## src/rtl/phy_rx_fifo_pkg.sv

```systemverilog
// Shared constants and helpers for the PHY receive elastic buffer.
// Holds the default word width, depth, almost-full threshold and the drop-counter width.
package phy_rx_fifo_pkg;

  localparam int PHY_DATA_W     = 32;
  localparam int FIFO_DEPTH_DEF = 8;
  localparam int FIFO_AF_DEF    = 6;
  localparam int DROP_CNT_W     = 8;

  // Saturating increment: the drop counter holds at its maximum value instead of wrapping.
  function automatic logic [DROP_CNT_W-1:0] sat_inc(input logic [DROP_CNT_W-1:0] v);
    return (&v) ? v : v + 1'b1;
  endfunction

endpackage

```

## src/rtl/phy_fifo_mem.sv

```systemverilog
// DEPTH x DATA_W register array for the PHY receive FIFO.
// One synchronous write port; one asynchronous read port that feeds the show-ahead head word.
module phy_fifo_mem
  import phy_rx_fifo_pkg::*;
#(
  parameter int DATA_W = PHY_DATA_W,
  parameter int DEPTH  = FIFO_DEPTH_DEF,
  parameter int AW     = $clog2(DEPTH)
) (
  input  logic              clk,
  input  logic              we,
  input  logic [AW-1:0]     waddr,
  input  logic [DATA_W-1:0] wdata,
  input  logic [AW-1:0]     raddr,
  output logic [DATA_W-1:0] rdata
);

  logic [DATA_W-1:0] r_mem [DEPTH];

  // Storage is deliberately not reset; the top gates the output while empty.
  always_ff @(posedge clk) begin
    if (we) r_mem[waddr] <= wdata;
  end

  assign rdata = r_mem[raddr];

endmodule

```

## src/rtl/phy_rx_fifo.sv

```systemverilog
// Show-ahead receive FIFO downstream of the PHY RX. There is no backpressure, so words that arrive while the FIFO is full are dropped.
// Optional macro PHY_RX_FIFO_DROPCNT_EN adds the drop_cnt port, a saturating count of dropped words.
module phy_rx_fifo
  import phy_rx_fifo_pkg::*;
#(
  parameter int DATA_W    = PHY_DATA_W,
  parameter int DEPTH     = FIFO_DEPTH_DEF,
  parameter int AF_THRESH = FIFO_AF_DEF,
  parameter int PW        = $clog2(DEPTH),
  parameter int CW        = $clog2(DEPTH) + 1
) (
  input  logic              clk_f,
  input  logic              reset,
  input  logic [DATA_W-1:0] data_in,
  input  logic              valid_in,
  input  logic              pop,
  output logic [DATA_W-1:0] data_out,
  output logic              valid_out,
  output logic              full,
  output logic              almost_full,
  output logic [CW-1:0]     count,
  output logic              overflow
`ifdef PHY_RX_FIFO_DROPCNT_EN
  ,
  output logic [DROP_CNT_W-1:0] drop_cnt
`endif
);

  logic [PW-1:0]     r_wr_ptr;
  logic [PW-1:0]     r_rd_ptr;
  logic [CW-1:0]     r_count;
  logic              r_overflow;
  logic              w_empty;
  logic              w_full;
  logic              w_push;
  logic              w_pop_eff;
  logic              w_drop;
  logic [DATA_W-1:0] w_rdata;

  // Full and empty come from the registered count because the pointers are equal in both cases.
  assign w_empty   = (r_count == '0);
  assign w_full    = (r_count == CW'(DEPTH));
  assign w_pop_eff = pop && !w_empty;
  assign w_push    = valid_in && (!w_full || pop);
  assign w_drop    = valid_in && w_full && !pop;

  phy_fifo_mem #(
    .DATA_W (DATA_W),
    .DEPTH  (DEPTH),
    .AW     (PW)
  ) u_mem (
    .clk   (clk_f),
    .we    (w_push),
    .waddr (r_wr_ptr),
    .wdata (data_in),
    .raddr (r_rd_ptr),
    .rdata (w_rdata)
  );

  always_ff @(posedge clk_f or posedge reset) begin
    if (reset) begin
      r_wr_ptr   <= '0;
      r_rd_ptr   <= '0;
      r_count    <= '0;
      r_overflow <= 1'b0;
    end else begin
      if (w_push)    r_wr_ptr <= r_wr_ptr + PW'(1);
      if (w_pop_eff) r_rd_ptr <= r_rd_ptr + PW'(1);
      r_count <= r_count + CW'(w_push) - CW'(w_pop_eff);
      if (w_drop)    r_overflow <= 1'b1;
    end
  end

`ifdef PHY_RX_FIFO_DROPCNT_EN
  logic [DROP_CNT_W-1:0] r_drop_cnt;

  always_ff @(posedge clk_f or posedge reset) begin
    if (reset)       r_drop_cnt <= '0;
    else if (w_drop) r_drop_cnt <= sat_inc(r_drop_cnt);
  end

  assign drop_cnt = r_drop_cnt;
`endif

  assign valid_out   = !w_empty;
  assign data_out    = w_empty ? '0 : w_rdata;
  assign full        = w_full;
  assign almost_full = (r_count >= CW'(AF_THRESH));
  assign count       = r_count;
  assign overflow    = r_overflow;

endmodule

```

## config.mk

```make
export PLATFORM = sky130hd
export DESIGN_NAME = phy_rx_fifo
export DESIGN_NICKNAME = d
export VERILOG_FILES = /design/src/rtl/phy_rx_fifo_pkg.sv /design/src/rtl/phy_fifo_mem.sv /design/src/rtl/phy_rx_fifo.sv
export SDC_FILE = /design/constraint.sdc
export NUM_CORES = 1
export LEC_CHECK = 0
export BUFFER_PORTS_ARGS = -buffer_cell sky130_fd_sc_hd__buf_2
export CAP_MARGIN = 20
export CORE_MARGIN = 3
export CORE_UTILIZATION = 60
export CTS_BUF_LIST = sky130_fd_sc_hd__clkbuf_2 sky130_fd_sc_hd__clkbuf_4 sky130_fd_sc_hd__clkbuf_8
export DETAILED_ROUTE_END_ITERATION = 10
export GPL_TIMING_DRIVEN = 0
export PLACE_DENSITY = 0.8
export RECOVER_POWER = 50
export SYNTH_ARGS = -nofsm -noshare
export SYNTH_HDL_FRONTEND = slang
export SYNTH_SLANG_ARGS = --single-unit
export TNS_END_PERCENT = 1
```

## constraint.sdc

```tcl
create_clock -name clk_f -period 5.1 [get_ports clk_f]
set_input_delay 0.255 -clock clk_f [delete_from_list [all_inputs] [get_ports clk_f]]
set_output_delay 0.255 -clock clk_f [all_outputs]
set_load 0.05 [all_outputs]
```

==> run metrics <==
die footprint 19400 µm²; CTS Buf Count 41; Slew Viols, Final 0; Yosys top cell area share 72.1%; DR vias 6098; All-Layer GR Usage 24.1%; CP Capture Type output pin; FF+latch area 7960 µm²; Final #Nets 819; Iteration-0 DRC Markers 401; CTS sink cnt 267; final WL 23.4 mm; FF-to-FF Start count[2]; Internal 4720 µW; Via density 5.94; sw frac 41.7%; post-CTS sizing 0; Psw 3370 µW; CP arrival 3.06 ns; placed cell areas 11600 µm²; crit path max fanout 10; Clock Skew 0.0144 ns; most used cell, CP clkbuf_1; FF-to-FF setup slack 2.03 ns; vias in the first global route 6475; Peak VDD IR 0.587 mV; Hold Violations, Final 0; DR top layer met4; syn avg cell area 17.3 µm²; Ports 76; EDFF count, synth 256; Reg power frac 35.7%; Clock power frac 20.3%; Post-Route M1 WL 9.13 mm; filler instances 1108; post-synth cell types 35; antenna-violating nets left 0; initial antenna violation count 0; # Post-CTS Setup Buffers 0; #FFs+latches synth 267; die span in x 139 µm; Synth top cells by count edfxtp_1 (256), mux2_2 (71), nor3_1 (34); launch point of the worst path count[2]; clk_lat worst skew 0.52 ns; WL met3 1.71 mm; starting density of the core 61.5%; most frequent cell after synthesis edfxtp_1; clock root cell clkbuf_8; Setup violations, final 0; core area 17400 µm²; DR WL/cell 22.8 µm; share of layout cells above drive strength 1 27.5%; CTS tree yes; Rows 48; Worst setup SP type flip-flop; Slew headroom 0.856%; crit-path max cell delay 0.48 ns; Worst Hold Class in -> reg; Synth Flop Type edfxtp_1; Yosys top cell by area edfxtp_1; Clk pin slew, worst setup/hold paths 0.06 ns; hold_buf cts 28; RD Place Congestion 0.757; Port Buffer Count 75; Slowest-stage cell, CP clkbuf_1; met2 wire len 12.1 mm; synthesized net count 661; crit path kind reg -> out; pre-CTS setup slack 2.42 ns; Pwr per Cell Area 644 nW/µm²; worst-path cell chain inv_1, ha_1, or3b_1, clkbuf_1, clkbuf_1, o21ai_0, nor3_1, buf_2; Vert. Die Dim 139 µm; H-tree depth 2; crit share post-route 65.1%; cell count after synthesis 615; Bufs on Longest Clock Path 3; first drt pass iteration count 5; # Max-Cap Violations 1; CP Data Required Time 4.85 ns; highest clock rate 301 MHz; combinational power share 44.0%; Final Instance Area 12600 µm²; antenna fix cells 0; total gr overflow 0; area of the multi-input gates 2490 µm²; first-pass GRT wire length 35.6 mm; Post-DP HPWL 14.2 mm; Synth area leaders edfxtp_1 (72%), mux2_2 (7.5%), dfrtp_1 (2.6%); P&R area growth vs syn 17.7%; hold path start valid_in; sequential share of the synthesized area 74.6%; Tmin final 3.32 ns; leakage 0.00424 µW; Post-synth ARST share 4.12%; drt drc 0; Warnings, synthesis 0; pin count of the biggest net entering global routing 22; Netlist Area Pre-Place 10700 µm²; setup_tns 0 ns; Worst Tran Pin Value 1.48 ns; RSZ-0062 raised after global routing no; final worst setup slack 1.78 ns; status finished with violations; failing checks capacitance limit
[layer usage]
| layer | vias up | global-route usage (%) |
|---|---|---|
| li1 | 2731 | - |
| met1 | 3018 | 30.8 |
| met2 | 304 | 41.2 |
| met3 | 45 | 4.67 |
| met4 | 0 | 9.17 |
| met5 | - | 0 |
[final cells by class]
type / count / share of cell area [%]
clock buffers: 58 / 5.56
plain buffers: 35 / 1.56
multi-input cells: 303 / 19.9
repair buffers: 115 / 6.60
flip-flops and latches: 267 / 63.4
clock inverters: 13 / 0.468
well taps: 225 / 2.24
inverters: 10 / 0.299
[logic make-up (layout without fill, tap and decap cells)]
| group | Yosys count | count (layout) | share of synthesized area [%] |
|---|---|---|---|
| mux | 98 | 98 | 10.8 |
| simple gates | 90 | 90 | 4.77 |
| xor+xnor | 6 | 6 | 0.493 |
| fa+ha+maj | 10 | 10 | 1.24 |
| flops | 267 | 267 | 74.6 |
| compound gates | 99 | 99 | 5.82 |
| buf+inv | 45 | 231 | 2.20 |
[layout by cell type, fill, tap and decap left out, drive strengths merged, types with 3 or more instances in the layout]
cell type,synthesis,layout
nand3,3,3
inv,10,10
mux2,98,98
nor2b,32,32
a211oi,32,32
nor3,34,34
o21ai,32,32
edfxtp,256,256
o22ai,32,32
dfrtp,11,11
buf,22,69
nand2,6,6
dlygate4sd3,0,28
xnor2,5,5
clkinv,0,11
clkbuf,13,111
nand2b,4,4
ha,9,9
nor2,6,6
[power groups by stage]
stage,registers (µW),logic (µW),clock network (µW)
finish,2890,3560,1640
global route,2910,3740,1760
CTS,2890,3590,1660
detailed placement,2930,3560,0
global placement,2930,3360,0
floorplan,2980,2470,0
[flip-flops by register name (all words and copies together) (netlist names)]
signal,count
count,4
overflow,1
r_rd_ptr,3
r_wr_ptr,3
u_mem.r_mem,256
[metrics by stage]
stage | instances | total power, µW | hold WS (ns) | utilization (%)
3_3_place_gp | 915 | 6300 | 0.260 | 65.3
4_1_cts | 1026 | 8140 | 0.00104 | 72.8
5_1_grt | 1026 | 8420 | 0.0156 | 72.3
6_report | 1026 | 8090 | 0.0237 | 72.3
2_1_floorplan | 615 | 5450 | 0.107 | -
3_5_place_dp | 927 | 6490 | 0.290 | 66.8
[critical path: cells and delay by family, from the launching register on]
kind | cells | cell delay [ns]
buffers and inverters | 4 | 1.28
adder cells (fa/ha/maj) | 1 | 0.19
AO/OA/AOI/OAI | 1 | 0.22
AND/OR/NAND/NOR | 2 | 0.48
flip-flops | 1 | 0.37
[path summary, 6_finish.rpt]
check,end,cells past startpoint
worst max-delay path,data_out[12],8
worst min-delay path,overflow,3
worst max register to register,u_mem.r_mem[7][14],6
worst min register to register,overflow,1
max in group asynchronous,r_rd_ptr[0],3
min in group asynchronous,overflow,3
(Power assumes the default switching activity.)
